$ cat config.mk
export PLATFORM = sky130hd
export DESIGN_NAME = axi_wr_arbiter
export DESIGN_NICKNAME = d
export VERILOG_FILES = /design/src/rtl/axi_wr_arbiter.sv
export SDC_FILE = /design/constraint.sdc
export NUM_CORES = 1
export LEC_CHECK = 0
export ABC_AREA = 1
export BUFFER_PORTS_ARGS = -buffer_cell sky130_fd_sc_hd__buf_2
export CAP_MARGIN = 30
export CELL_PAD_IN_SITES_DETAIL_PLACEMENT = 0
export CELL_PAD_IN_SITES_GLOBAL_PLACEMENT = 2
export CORE_AREA = 2 2 443 445
export CTS_CLUSTER_DIAMETER = 60
export DETAILED_ROUTE_END_ITERATION = 16
export DIE_AREA = 0 0 445 447
export PLACE_DENSITY_LB_ADDON = 0.1
export SLEW_MARGIN = 20
export SYNTH_ARGS = -nofsm -noshare
export SYNTH_HDL_FRONTEND = slang
export SYNTH_SLANG_ARGS = --single-unit
$ cat constraint.sdc
create_clock -name i_clk -period 2.75 [get_ports i_clk]
set_clock_uncertainty 0.05 [all_clocks]
set_input_delay 0 -clock i_clk [delete_from_list [all_inputs] [get_ports i_clk]]
set_output_delay 0 -clock i_clk [all_outputs]
set_load 0.1 [all_outputs]
$ cat src/rtl/axi_wr_arbiter.sv
// Round-robin arbiter sharing one AXI4 write master among NUM_REQ VDM requesters.
// One transaction in flight (AW -> W -> B); WLAST is generated locally and requester WLAST/BID are checked.
//
// state  | meaning
// S_IDLE | no owner; round-robin search from r_rr_ptr, accept winner's address
// S_AW   | latched address presented on O_AWVALID until I_AWREADY
// S_W    | data beats passed through from owner; r_beat_cnt counts down to last beat
// S_B    | response routed back to owner; rr pointer advances on handshake
module axi_wr_arbiter #(
  parameter int NUM_REQ = 2,
  parameter int DW      = 256
) (
  input  logic                      i_clk,
  input  logic                      i_reset,
  input  logic [NUM_REQ-1:0]        I_REQ_AWVALID,
  input  logic [NUM_REQ*64-1:0]     I_REQ_AWADDR,
  input  logic [NUM_REQ*8-1:0]      I_REQ_AWLEN,
  output logic [NUM_REQ-1:0]        O_REQ_AWREADY,
  input  logic [NUM_REQ*DW-1:0]     I_REQ_WDATA,
  input  logic [NUM_REQ*DW/8-1:0]   I_REQ_WSTRB,
  input  logic [NUM_REQ-1:0]        I_REQ_WLAST,
  input  logic [NUM_REQ-1:0]        I_REQ_WVALID,
  output logic [NUM_REQ-1:0]        O_REQ_WREADY,
  output logic [NUM_REQ-1:0]        O_REQ_BVALID,
  output logic [1:0]                O_REQ_BRESP,
  input  logic [NUM_REQ-1:0]        I_REQ_BREADY,
  output logic [6:0]                O_AWID,
  output logic [63:0]               O_AWADDR,
  output logic [7:0]                O_AWLEN,
  output logic [2:0]                O_AWSIZE,
  output logic [1:0]                O_AWBURST,
  output logic                      O_AWVALID,
  input  logic                      I_AWREADY,
  output logic [DW-1:0]             O_WDATA,
  output logic [DW/8-1:0]           O_WSTRB,
  output logic                      O_WLAST,
  output logic                      O_WVALID,
  input  logic                      I_WREADY,
  input  logic [6:0]                I_BID,
  input  logic [1:0]                I_BRESP,
  input  logic                      I_BVALID,
  output logic                      O_BREADY,
  output logic                      O_ERR,
  output logic [NUM_REQ-1:0]        O_GRANT
);

  localparam int IW = (NUM_REQ > 1) ? $clog2(NUM_REQ) : 1;
  localparam int SW = DW / 8;

  typedef enum logic [1:0] {S_IDLE, S_AW, S_W, S_B} state_t;

  state_t        r_state;
  state_t        w_state_nxt;
  logic [IW-1:0] r_gnt_idx;
  logic [IW-1:0] r_rr_ptr;
  logic [63:0]   r_aw_addr;
  logic [7:0]    r_aw_len;
  logic [7:0]    r_beat_cnt;
  logic          r_err;

  logic [IW-1:0] w_win;
  logic [IW-1:0] w_rr_nxt;
  logic [IW:0]   w_sum;
  logic          w_found;
  logic          w_last;
  logic          w_w_hs;
  logic          w_b_hs;

  // Iterate from lowest priority to highest so the last hit is the winner.
  always_comb begin
    w_found = 1'b0;
    w_win   = '0;
    w_sum   = '0;
    for (int i = NUM_REQ - 1; i >= 0; i--) begin
      w_sum = {1'b0, r_rr_ptr} + (IW+1)'(i);
      if (w_sum >= (IW+1)'(NUM_REQ)) w_sum = w_sum - (IW+1)'(NUM_REQ);
      if (I_REQ_AWVALID[w_sum[IW-1:0]]) begin
        w_found = 1'b1;
        w_win   = w_sum[IW-1:0];
      end
    end
  end

  assign w_rr_nxt = (r_gnt_idx == IW'(NUM_REQ - 1)) ? '0 : r_gnt_idx + IW'(1);
  assign w_last   = (r_beat_cnt == 8'd0);
  assign w_w_hs   = (r_state == S_W) && I_REQ_WVALID[r_gnt_idx] && I_WREADY;
  assign w_b_hs   = (r_state == S_B) && I_BVALID && I_REQ_BREADY[r_gnt_idx];

  always_comb begin
    w_state_nxt   = r_state;
    O_REQ_AWREADY = '0;
    O_REQ_WREADY  = '0;
    O_REQ_BVALID  = '0;
    O_REQ_BRESP   = 2'b00;
    O_AWVALID     = 1'b0;
    O_WDATA       = '0;
    O_WSTRB       = '0;
    O_WLAST       = 1'b0;
    O_WVALID      = 1'b0;
    O_BREADY      = 1'b0;
    O_GRANT       = '0;
    case (r_state)
      S_IDLE: begin
        if (w_found) begin
          O_REQ_AWREADY[w_win] = 1'b1;
          w_state_nxt          = S_AW;
        end
      end
      S_AW: begin
        O_AWVALID          = 1'b1;
        O_GRANT[r_gnt_idx] = 1'b1;
        if (I_AWREADY) w_state_nxt = S_W;
      end
      S_W: begin
        O_GRANT[r_gnt_idx]      = 1'b1;
        O_WVALID                = I_REQ_WVALID[r_gnt_idx];
        O_REQ_WREADY[r_gnt_idx] = I_WREADY;
        O_WDATA                 = I_REQ_WDATA[DW*int'(r_gnt_idx) +: DW];
        O_WSTRB                 = I_REQ_WSTRB[SW*int'(r_gnt_idx) +: SW];
        O_WLAST                 = w_last;
        if (w_w_hs && w_last) w_state_nxt = S_B;
      end
      S_B: begin
        O_GRANT[r_gnt_idx]      = 1'b1;
        O_BREADY                = I_REQ_BREADY[r_gnt_idx];
        O_REQ_BVALID[r_gnt_idx] = I_BVALID;
        O_REQ_BRESP             = I_BRESP;
        if (w_b_hs) w_state_nxt = S_IDLE;
      end
      default: w_state_nxt = S_IDLE;
    endcase
  end

  always_ff @(posedge i_clk) begin
    if (i_reset) begin
      r_state    <= S_IDLE;
      r_gnt_idx  <= '0;
      r_rr_ptr   <= '0;
      r_aw_addr  <= '0;
      r_aw_len   <= '0;
      r_beat_cnt <= '0;
      r_err      <= 1'b0;
    end else begin
      r_state <= w_state_nxt;
      case (r_state)
        S_IDLE: begin
          if (w_found) begin
            r_gnt_idx <= w_win;
            r_aw_addr <= I_REQ_AWADDR[64*int'(w_win) +: 64];
            r_aw_len  <= I_REQ_AWLEN[8*int'(w_win) +: 8];
          end
        end
        S_AW: begin
          if (I_AWREADY) r_beat_cnt <= r_aw_len;
        end
        S_W: begin
          if (w_w_hs) begin
            // Counter holds at zero on the last beat so len=255 never wraps.
            if (!w_last) r_beat_cnt <= r_beat_cnt - 8'd1;
            if (I_REQ_WLAST[r_gnt_idx] != w_last) r_err <= 1'b1;
          end
        end
        S_B: begin
          if (w_b_hs) begin
            if (I_BID != 7'(r_gnt_idx)) r_err <= 1'b1;
            r_rr_ptr <= w_rr_nxt;
          end
        end
        default: ;
      endcase
    end
  end

  assign O_AWID    = 7'(r_gnt_idx);
  assign O_AWADDR  = r_aw_addr;
  assign O_AWLEN   = r_aw_len;
  assign O_AWSIZE  = 3'd5;
  assign O_AWBURST = 2'b01;
  assign O_ERR     = r_err;

endmodule

* Word-level counts from Yosys, hierarchy flattened
Index checks and enable logic that the tools add are counted.
Word-level totals: input bits 742, register bits after elaboration 85, output and inout port bits 387, logic and storage cells 103
Operators by class: reduce and logical (&&, ||, !) cells 17, magnitude comparators 8, shifts and indexed selects 4, $add $sub $neg 5, bitwise gates (word level) 2, multiplexer cells 47, equality and inequality tests 13
Operator list (count):
- indexed part select 512 x 10 -> 256 bit | 1
- two-way mux 256 bit | 1
- indexed part select 128 x 8 -> 64 bit | 1
- indexed part select 64 x 7 -> 32 bit | 1
- two-way mux 32 bit | 1
- two-way mux 1 bit | 27
- two-way mux 8 bit | 3
- two-way mux 2 bit | 10
- one-hot mux 8 bit (2 select lines) | 1
- indexed part select 16 x 5 -> 8 bit | 1
- inequality test 2 bit (second input constant) | 5
- logical NOT 8 bit | 1
- < comparator 1 x 2 -> 1 bit (second input constant) | 4
- one-hot mux 2 bit (4 select lines) | 1
- AND reduction 4 bit | 2
- subtractor 8 x 1 -> 8 bit (second input constant) | 1
- logical AND 1 bit | 7
- inequality test 7 x 1 -> 1 bit | 1
- inequality test 2 x 1 -> 1 bit (second input constant) | 3
- AND reduction 5 bit | 1
- AND 2 bit | 2
- equality test 2 bit (second input constant) | 2
- AND reduction 2 bit | 2
- nonzero test 2 bit | 2
- 12 further kinds | 15

* Depth between registers and ports, before layout
Gate-level depths: netlist of run 1.
word-level depth 13, mapped depth 11

* Worst setup path after synthesis of run 1
No wires, ideal clock.
path type reg2out, start point reg r_state[0], end point out O_REQ_WREADY[0], arrival time 3.178 ns, required time 2.700 ns, stages on the path, launching flop included 7, path slack -0.478 ns, buffers on the path 2, path through dfxtp_1 inv_1 ha_1 inv_1 buf_2 buf_1 nor3_1
Between the ends: longest elaborated chain between the ends 2
Ends and longest elaborated chain:
- start, declared | line 52 | state_t r_state;
- start signal, assigned | line 144 | r_state <= w_state_nxt;
- equality test 2 bit | line 102 | case (r_state)
- two-way mux 2 bit | line 102
- end, declared | line 23 | output logic [NUM_REQ-1:0] O_REQ_WREADY,
No other way between the ends.

* Worst setup path in the final report of run 1
start point reg r_state[0], end point out O_WDATA[3]
Between the ends: longest elaborated chain between the ends 2
Ends and longest elaborated chain:
- equality test 2 bit | line 102
- two-way mux 256 bit | line 102
- end, declared | line 34 | output logic [DW-1:0] O_WDATA,
No other way between the ends.

==> results of run 1 <==
-- layer usage --
metal / vias up / wire length, um / global-route usage (%)
met5: - / 74 / 0
met4: 10 / 1960 / 1.49
met3: 215 / 7680 / 2.95
met2: 736 / 61700 / 21.2
met1: 7166 / 45800 / 12.7
li1: 7711 / - / -
-- flip-flops by register name, indices dropped and copies added (netlist names) --
name and cells:
r_state 2, O_AWADDR 64, O_AWLEN 8, O_ERR 1, r_rr_ptr 1, r_beat_cnt 8
r_gnt_idx 1
-- report_power, final --
group	internal (mW)	switching [mW]	total (mW)
clock network	0.689	0.748	1.44
registers	1.63	0.253	1.88
logic	6.88	16.9	23.8
-- worst max-delay path by stage --
| stage | endpoint | slack (ps) | cells past startpoint |
|---|---|---|---|
| 4_1_cts | O_WSTRB[16] | 5 | 6 |
| 2_1_floorplan | O_REQ_WREADY[0] | -480 | 6 |
| 6_report | O_WDATA[3] | 160 | 6 |
| 3_3_place_gp | O_WSTRB[25] | 480 | 6 |
| 5_1_grt | O_AWADDR[31] | 20 | 12 |
| 3_5_place_dp | O_WSTRB[25] | 490 | 6 |
-- cell families after synthesis --
| family | after synthesis |
|---|---|
| and+or+nand+nor | 969 |
| AOI/OAI and AO/OA | 352 |
| buffers and inverters | 263 |
| DFF | 85 |
| adders and majority gates | 7 |
| other | 2 |
-- placed cells by master, fill, tap and decap left out, types with 6 or more instances in the layout --
cell type,instances
o211ai_1,46
o21ai_0,6
dfxtp_1,84
nand2_1,791
a21oi_2,6
inv_1,106
clkbuf_16,10
a21oi_1,289
diode_2,8
dlygate4sd3_1,146
nand3_1,132
buf_4,38
nor2_1,33
buf_2,825
ha_1,7
buf_12,310
conb_1,11
-- what timing repair did --
action / 4_1_cts / 5_1_grt
setup buffers: 0 / 0
resized for setup: 3 / 7
endpoints found under the setup margin: 2 / 16
hold buffers: 146 / 0
hold endpoints to repair: 74 / 0
-- through the flow --
stage / total power, mW / utilization [%] / setup TNS [ps] / hold slack [ps]
after floorplan: 16.3 / - / -955 / 19.1
after global placement: 25.7 / 11.2 / 0 / 246
after detailed placement: 25.5 / 11.2 / 0 / 237
after CTS: 27.8 / 12.1 / 0 / 5.25
after global routing: 28.5 / 12.2 / 0 / 31.9
final: 27.1 / 12.2 / 0 / 13.9
-- final cells by class --
class                           count  area share (%)
Clock buffer                       11            1.08
Timing Repair Buffer             1319            51.2
Inverter                          111            1.88
Tap cell                         2542            13.5
Sequential cell                    85            7.22
Clock inverter                      5           0.196
Antenna cell                        8          0.0848
Multi-Input combinational cell   1339            24.9
-- critical path: stages (launching register included) --
cell and delay, ps:
dfxtp_1 330, inv_1 130, ha_1 290, inv_8 190
buf_12 260, a21oi_1 580, buf_12 260
==> summary.md, run 1 <==
| Metric | Value |
|---|---|
| Register area share after synthesis | 19.7% |
| Floorplan core area | 0.194 mm2 |
| Fin crit share | 94.3% |
| Setup ws final | 156 ps |
| Unrepaired setup endpoints after global routing | no |
| Synth top area share | 34.4% |
| Status | finished, final reports clean |
| Synth Warn # | 0 |
| I/O Buffers | 1117 |
| Min-Delay Path Depth | 5 |
| Clock Path Buffers | 2 |
| Fin nets | 3614 |
| Die width | 445 um |
| Mapped Area | 0.00866 mm2 |
| CTS sink cnt | 85 |
| Detail Placement HPWL | 100000 um |
| Adder-cell area share of the yosys netlist | 1.01% |
| Cells after synthesis | 1678 |
| Worst-margin pin slew | 721 ps |
| Cell with the most instances after synthesis | nand2_1 |
| Chip Height | 447 um |
| Root buf cell | clkbuf_16 |
| I/O pin cnt | 1129 |
| Synth area leaders | nand2_1, dfxtp_1, a21oi_1 |
| Largest family of logic cells by synthesized area | simple AND/OR/NAND/NOR gates |
| Worst-path fanout max | 52 |
| Post-Place Cell Area | 0.0218 mm2 |
| Multi-input logic area | 0.00588 mm2 |
| Clock transition at path regs | 80 ps |
| Required time of the critical path | 2700 ps |
| Cell variety after synth | 27 |
| Max_cap viols | 0 |
| Post-synth top flop | dfxtp_1 |
| CTS Buf Count | 9 |
| Number of synthesized flops with an enable pin | 0 |
| Grt ovf | 0 |
| Hold endpoint | r_rr_ptr |
| Die ar. | 0.199 mm2 |
| RR Endpoint | O_AWADDR[40] |
| DP Cell Count | 5250 |
| Hold wc startpoint | I_BVALID |
| Worst path arrival time | 2540 ps |
| DR iter-0 viols | 596 |
| Fillers | 22900 |
| Area share of and/or/nand/nor cells after synthesis | 44.3% |
| Layout cells sized above 1 | 42.2% |
| Yosys reg bits | 85 |
| Post-synthesis xor/xnor area fraction | 0% |
| CTS tree | yes |
| WS Path Type | reg2out |
| Pleak | 11.0 nW |
| IR drop worst, VDD | 393 uV |
| Fin cells | 5420 |
| Clock latency at the later pin of the worst-skew pair | 410 ps |
| CP Launch Point | r_state[0] |
| Number of global-route vias before repair | 16200 |
| Number of vias per cell | 2.92 |
| Remaining DRCs | 0 |
| Place WS | 486 ps |
| Post-synthesis async set-or-reset flop share | 0% |
| Fin. max-slew vios | 0 |
| Final ANT Viol Nets | 0 |
| Overall routing resource usage | 11.2% |
| Pin count of the biggest net entering global routing | 97 |
| Fin area | 0.0236 mm2 |
| Peak Freq | 386 MHz |
| Worst R2R Setup Slack | 240 ps |
| PwrDens | 1150 mW/mm2 |
| Hold/Removal Path Class | in2reg |
| Vias | 15800 |
| # setup viols final | 0 |
| Initial core utilization | 4.46% |
| Wirelength, routed | 117000 um |
| Drt wl/cell | 21.6 um |
| Crit end category | output pin |
| CTS H-tree depth | 3 |
| Crit Reg-Reg Startpoint | r_state[1] |
| Synth top cells by count | nand2_1, a21oi_1, nand3_1 |
| Fin crit period | 2590 ps |
| CP Launch Type | flop |
| Worst slew margin | 52.1% |
| Mux contribution to synthesized area | 0% |
| R2R cell count | 12 |
| Area grow syn2layout | 173% |
| Sequential cell area | 0.00171 mm2 |
| Routability Congestion | 0.775 |
| First-pass GRT wire length | 152000 um |
| Initial antenna violation count | 106 |
| Row cnt | 162 |
| Final Hold Violating Endpoints | 0 |
| Post-Syn Area per Cell | 5.16 um2 |
| Cell taking the most area after synthesis | nand2_1 |
| Synth Area in Compound Gates | 21.7% |
| Drt first pass iters | 5 |
Power figures use the tool's default switching activity.
==> inputs of run 2 (changes only) <==
--- a/config.mk
+++ b/config.mk
@@ -6,7 +6,7 @@
 export NUM_CORES = 1
 export LEC_CHECK = 0
 export ABC_AREA = 1
-export BUFFER_PORTS_ARGS = -buffer_cell sky130_fd_sc_hd__buf_2
+export BUFFER_PORTS_ARGS = -buffer_cell sky130_fd_sc_hd__clkbuf_2
 export CAP_MARGIN = 30
 export CELL_PAD_IN_SITES_DETAIL_PLACEMENT = 0
 export CELL_PAD_IN_SITES_GLOBAL_PLACEMENT = 2
==> summary.md, run 2 (same netlist as run 1, synthesis figures left out) <==
| Metric | Value |
|---|---|
| Worst path arrival time | 2460 ps (-80 ps) |
| Number of vias per cell | 2.86 (-2.2%) |
| Min-Delay Path Depth | 5 (unchanged) |
| CTS H-tree depth | 3 (unchanged) |
| Wirelength, routed | 116000 um (-0.72%) |
| Fin nets | 3617 (+0.083%) |
| Number of global-route vias before repair | 16300 (+0.61%) |
| Clock power frac | 5.3% (about the same) |
| Commonest non-fill, non-tap cell in the layout | clkbuf_2 |
| Max_cap viols | 0 (unchanged) |
| Final ANT Viol Nets | 0 (unchanged) |
| Hold WS | 11.4 ps (-2.49 ps) |
| Overall routing resource usage | 11.1% (-0.069 points) |
| Clock Path Buffers | 2 (unchanged) |
| Hold wc startpoint | I_AWREADY |
| Area grow syn2layout | 172% |
| Root buf cell | clkbuf_16 |
| Switch Pwr | 17.9 mW (-0.23%) |
| Place WS | 462 ps (-24.5 ps) |
| IR drop worst, VDD | 434 uV (+11%) |
| Clock latency at the later pin of the worst-skew pair | 420 ps (about the same) |
| Final Hold Violating Endpoints | 0 (unchanged) |
| CTS tree | yes |
| R2R cell count | 9 (-3) |
| Sequential Power Share | 7.0% (about the same) |
| Remaining DRCs | 0 (unchanged) |
| Crit Reg-Reg Startpoint | r_rr_ptr |
| Required time of the critical path | 2700 ps (about the same) |
| Pin count of the biggest net entering global routing | 84 (-13%) |
| Floorplan core area | 0.194 mm2 (unchanged) |
| Status | finished, final reports clean |
| Chip Height | 447 um (unchanged) |
| CTS sink cnt | 85 (unchanged) |
| Hold/Removal Path Class | in2reg |
| CP Launch Type | flop |
| Most frequent cells in the layout | clkbuf_2, nand2_1, buf_12, a21oi_1, dlygate4sd3_1 |
| I/O pin cnt | 1129 (unchanged) |
| Fin crit period | 2510 ps (-84.3 ps) |
| Layout cells sized above 1 | 42.2% (about the same) |
| Unrepaired setup endpoints after global routing | no |
| Pleak | 11.1 nW (+1.1%) |
| Worst-margin pin slew | 890 ps (+169 ps) |
| RR Endpoint | O_AWADDR[54] |
| Post-Place Cell Area | 0.0218 mm2 (unchanged) |
| Fin crit share | 91.2% (-3.1 points) |
| Drt first pass iters | 5 (unchanged) |
| Worst slew margin | 40.6% (-11 points) |
| Initial antenna violation count | 40 (-62%) |
| Worst-path fanout max | 39 (-25%) |
| Power Internal | 9.15 mW (-0.62%) |
| DR iter-0 viols | 615 (+3.2%) |
| Clock transition at path regs | 80 ps (about the same) |
| # setup viols final | 0 (unchanged) |
| Final setup TNS | 0 ps (unchanged) |
| Max FFs per register | 64 (unchanged) |
| First-pass GRT wire length | 152000 um (-0.47%) |
| WS Path Type | reg2out |
| Fin area | 0.0236 mm2 (-0.12%) |
| Overall Power | 27.0 mW (-0.36%) |
| Hold endpoint | r_state[0] |
| Routability Congestion | 0.757 (-2.3%) |
| Row cnt | 162 (unchanged) |
| Peak Freq | 399 MHz (+3.4%) |
| Setup ws final | 241 ps (+84.3 ps) |
| Vias | 15500 (-2.2%) |
| Worst R2R Setup Slack | 350 ps (+110 ps) |
| I/O Buffers | 1117 (unchanged) |
| Drt wl/cell | 21.5 um (-0.72%) |
| Fin. max-slew vios | 0 (unchanged) |
| Die ar. | 0.199 mm2 (unchanged) |
| Sw frac | 66.2% (+0.088 points) |
| Initial core utilization | 4.46% (unchanged) |
| CTS Buf Count | 9 (unchanged) |
| Crit end category | output pin |
| Detail Placement HPWL | 98900 um (-1.2%) |
| PwrDens | 1150 mW/mm2 (-0.24%) |
| Die width | 445 um (unchanged) |
| Combinational fraction of design power | 87.7% (about the same) |
| Grt ovf | 0 (unchanged) |
## run 2: cell count changes in the layout (fill, tap and decap cells not counted), sizes merged
cell    before  now
buf       1173  352
diode        8    5
clkinv       3    4
clkbuf      11  834
## run 2: metrics by stage
step                      cells  utilization, %
after global placement     5253            11.2
final                      5420            12.1
after CTS                  5415            12.1
after global routing       5417            12.1
after floorplan            1687               -
after detailed placement   5253            11.2
## run 2: area by class of cell
| type | instances | area (um2) |
|---|---|---|
| Tap cell | 2542 | 3180 |
| Sequential cell | 85 | 1710 |
| Fill cell | 22800 | 171000 |
| Antenna cell | 5 | 12.5 |
| Clock buffer | 10 | 239 |
| Clock inverter | 6 | 53.8 |
| Timing Repair Buffer | 1322 | 12100 |
| Inverter | 111 | 440 |
| Multi-Input combinational cell | 1339 | 5870 |
## run 2: repair_timing
item,CTS,global route
resized for setup,2,3
setup buffers,0,0
pin swaps,0,0
endpoints found under the hold margin,74,0
setup endpoints to repair,1,5
hold buffers,146,0
## run 2: metal layers
metal  part of all wire, %  up-vias  global-route usage (%)
li1                      -     7705                       -
met1                    38     7101                    12.4
met2                    54      592                    21.1
met3                   7.2       86                    3.30
met4                  0.95        8                    1.23
met5                 0.058        -                       0
## run 2: power by group through the flow
| stage | logic (mW) | clock network (mW) | registers [mW] |
|---|---|---|---|
| 2_1_floorplan | 12.2 | 0 | 4.09 |
| 3_3_place_gp | 23.7 | 0 | 1.95 |
| 3_5_place_dp | 23.5 | 0 | 1.92 |
| 4_1_cts | 24.3 | 1.58 | 1.91 |
| 5_1_grt | 25.0 | 1.58 | 1.95 |
| 6_report | 23.7 | 1.42 | 1.89 |
## run 2: worst max-delay path, stage by stage, from the launching register on
cell	delay (ps)
dfxtp_1	340
inv_1	130
ha_1	300
inv_8	140
buf_4	310
a21oi_1	520
buf_12	250
## run 2: how the worst max path moves through the flow
stage	depth (start not counted)	slack (ps)	to	from
finish	6	240	O_WSTRB[1]	r_state[0]
global route	6	10	O_WSTRB[1]	r_state[0]
CTS	6	50	O_WSTRB[27]	r_state[0]
detailed placement	6	460	O_WSTRB[21]	r_state[0]
global placement	6	460	O_WSTRB[21]	r_state[0]
floorplan	6	-480	O_REQ_WREADY[0]	r_state[0]
==> inputs of run 3 (changes only) <==
==> config.mk (replaced) <==
export PLATFORM = sky130hd
export DESIGN_NAME = axi_wr_arbiter
export DESIGN_NICKNAME = d
export VERILOG_FILES = /design/src/rtl/axi_wr_arbiter.sv
export SDC_FILE = /design/constraint.sdc
export NUM_CORES = 1
export LEC_CHECK = 0
export ABC_AREA = 1
export BUFFER_PORTS_ARGS = -buffer_cell sky130_fd_sc_hd__buf_2
export CAP_MARGIN = 30
export CORE_AREA = 2 2 446 448
export CTS_CLUSTER_DIAMETER = 60
export DETAILED_ROUTE_END_ITERATION = 16
export DIE_AREA = 0 0 448 450
export SLEW_MARGIN = 20
export SYNTH_ARGS = -nofsm -noshare
export SYNTH_HDL_FRONTEND = slang
export SYNTH_SLANG_ARGS = --single-unit
==> summary.md, run 3 (same netlist as run 1, synthesis figures left out) <==
| Metric | Value |
|---|---|
| GR Layer Usage met3 | 7.11% (+3.8 points) |
| Sequential cell area | 0.00171 mm2 (unchanged) |
| Overall routing resource usage | 16.7% (+5.6 points) |
| I/O Buffers | 1117 (unchanged) |
| Pleak | 10.6 nW (-4.3%) |
| PwrDens | 1240 mW/mm2 (+7.8%) |
| Worst slew margin | 49.8% (+9.2 points) |
| First-pass GRT wire length | 208000 um (+38%) |
| Clock Path Buffers | 2 (unchanged) |
| DR iter-0 viols | 1447 (+140%) |
| Clock transition at path regs | 70 ps (about the same) |
| Max FFs per register | 64 (unchanged) |
| Detail Placement HPWL | 161000 um (+63%) |
| Worst-margin pin slew | 758 ps (-132 ps) |
| Final Hold Violating Endpoints | 0 (unchanged) |
| Clock latency at the later pin of the worst-skew pair | 410 ps (about the same) |
| Pin count of the biggest net entering global routing | 95 (+13%) |
| Grt ovf | 0 (unchanged) |
| GR Layer Usage met2 | 29.5% (+8.4 points) |
| Status | finished, final reports clean |
| Number of global-route vias before repair | 16300 (+0.061%) |
| Fin nets | 3628 (+0.30%) |
| Required time of the critical path | 2700 ps (about the same) |
| Hold wc startpoint | I_REQ_AWADDR[126] |
| Most frequent cells in the layout | buf_2, nand2_1, a21oi_1, buf_12, dlygate4sd3_1 |
| Die ar. | 0.202 mm2 (+1.3%) |
| Area grow syn2layout | 155% |
| Vias | 17400 (+12%) |
| Die width | 448 um (+0.67%) |
| Fin crit period | 2640 ps (+132 ps) |
| I/O pin cnt | 1129 (unchanged) |
| # setup viols final | 0 (unchanged) |
| Met1 Track Usage GR | 18.2% (+5.7 points) |
| Grt peak-use layer | met2 |
| CP Launch Point | r_gnt_idx |
| CTS sink cnt | 85 (unchanged) |
| Routability Congestion | 1.02 (+34%) |
| IR drop worst, VDD | 492 uV (+13%) |
| Fillers | 23200 (+1.7%) |
| Hold WS | 49.6 ps (+38.2 ps) |
| Overall Power | 27.2 mW (+0.71%) |
| Drt first pass iters | 6 (+1) |
| Row cnt | 163 (+0.62%) |
| Hold/Removal Path Class | in2reg |
| Initial antenna violation count | 154 (+290%) |
| Final setup TNS | 0 ps (unchanged) |
| Remaining DRCs | 0 (unchanged) |
| Commonest non-fill, non-tap cell in the layout | buf_2 |
| Root buf cell | clkbuf_16 |
| CTS H-tree depth | 3 (unchanged) |
| WS Path Type | reg2out |
| Fin crit share | 96.1% (+4.8 points) |
| Wirelength, routed | 177000 um (+52%) |
| Final ANT Viol Nets | 0 (unchanged) |
| Worst-path fanout max | 94 (+140%) |
| Crit end category | output pin |
| Worst path arrival time | 2590 ps (+130 ps) |
| Crit Reg-Reg Startpoint | r_state[0] |
| Floorplan core area | 0.197 mm2 (+1.2%) |
| Layout cells sized above 1 | 42.8% (+0.64 points) |
| Peak Freq | 379 MHz (-5.0%) |
| CTS tree | yes |
| Number of vias per cell | 3.12 (+9.3%) |
| Max_cap viols | 0 (unchanged) |
| Initial core utilization | 4.40% (-0.055 points) |
| Fin. max-slew vios | 0 (unchanged) |
| Multi-input logic area | 0.00592 mm2 (+0.83%) |
| CP Launch Type | flop |
| Chip Height | 450 um (+0.67%) |
| Drt wl/cell | 31.8 um (+48%) |
| CTS Buf Count | 9 (unchanged) |
run 3: changes by cell type in the layout (fill, tap and decap cells not counted), moves of 2 or more:
cell	previous run	this run
a21oi_1	292	282
a21oi_2	3	13
buf_12	308	182
buf_2	0	936
buf_4	44	64
clkbuf_1	0	2
clkbuf_2	824	0
clkbuf_4	0	5
clkinvlp_4	0	2
diode_2	5	32
dlygate4sd3_1	146	143
inv_8	3	1
run 3: path summary, 6_finish.rpt:
path / end / slack [ps] / depth (start not counted)
hold / removal: O_AWADDR[62] / 50 / 5
setup reg to reg: O_AWADDR[20] / 130 / 10
setup / recovery: O_WDATA[249] / 110 / 5
hold reg to reg: O_AWADDR[46] / 440 / 2
run 3: per-layer routing:
| layer | up-vias | wire [um] |
|---|---|---|
| li1 | 7778 | - |
| met1 | 8113 | 64200 |
| met2 | 1151 | 87600 |
| met3 | 263 | 19200 |
| met4 | 56 | 5490 |
| met5 | - | 393 |
run 3: report_power, final:
| group | switching, mW | total, mW | internal (mW) |
|---|---|---|---|
| Combinational | 18.5 | 24.0 | 5.49 |
| Clock | 0.646 | 1.26 | 0.614 |
| Sequential | 0.337 | 1.97 | 1.63 |
run 3: final cells by class:
class,instances,share of cell area [%]
Inverter,111,2.03
Antenna cell,32,0.363
Tap cell,2640,15.0
Clock inverter,5,0.159
Sequential cell,85,7.74
Multi-Input combinational cell,1340,26.9
Clock buffer,11,1.06
Timing Repair Buffer,1332,46.8
run 3: repair_timing:
item,CTS,global route
buffers inserted,0,3
resized for setup,10,17
pin swaps,0,2
endpoints found under the setup margin,10,34
hold buffers,143,0
gates cloned,0,1
hold endpoints to repair,80,0
run 3: per-stage QoR:
stage	cells	setup WS [ps]	util, %	instance area (um2)
final	5556	108	11.2	22000
after detailed placement	5360	353	10.2	20100
after CTS	5519	-2.84	11.1	21800
after floorplan	1687	-478	-	8690
after global routing	5532	-1.20	11.2	22000
after global placement	5360	-73.2	10.2	20100
run 3: worst max-delay path, cell delays in order (launching register included):
cell and delay [ps]:
dfxtp_4 500, buf_12 320, nand2_1 100, buf_4 160
a21oi_2 530, buf_4 420
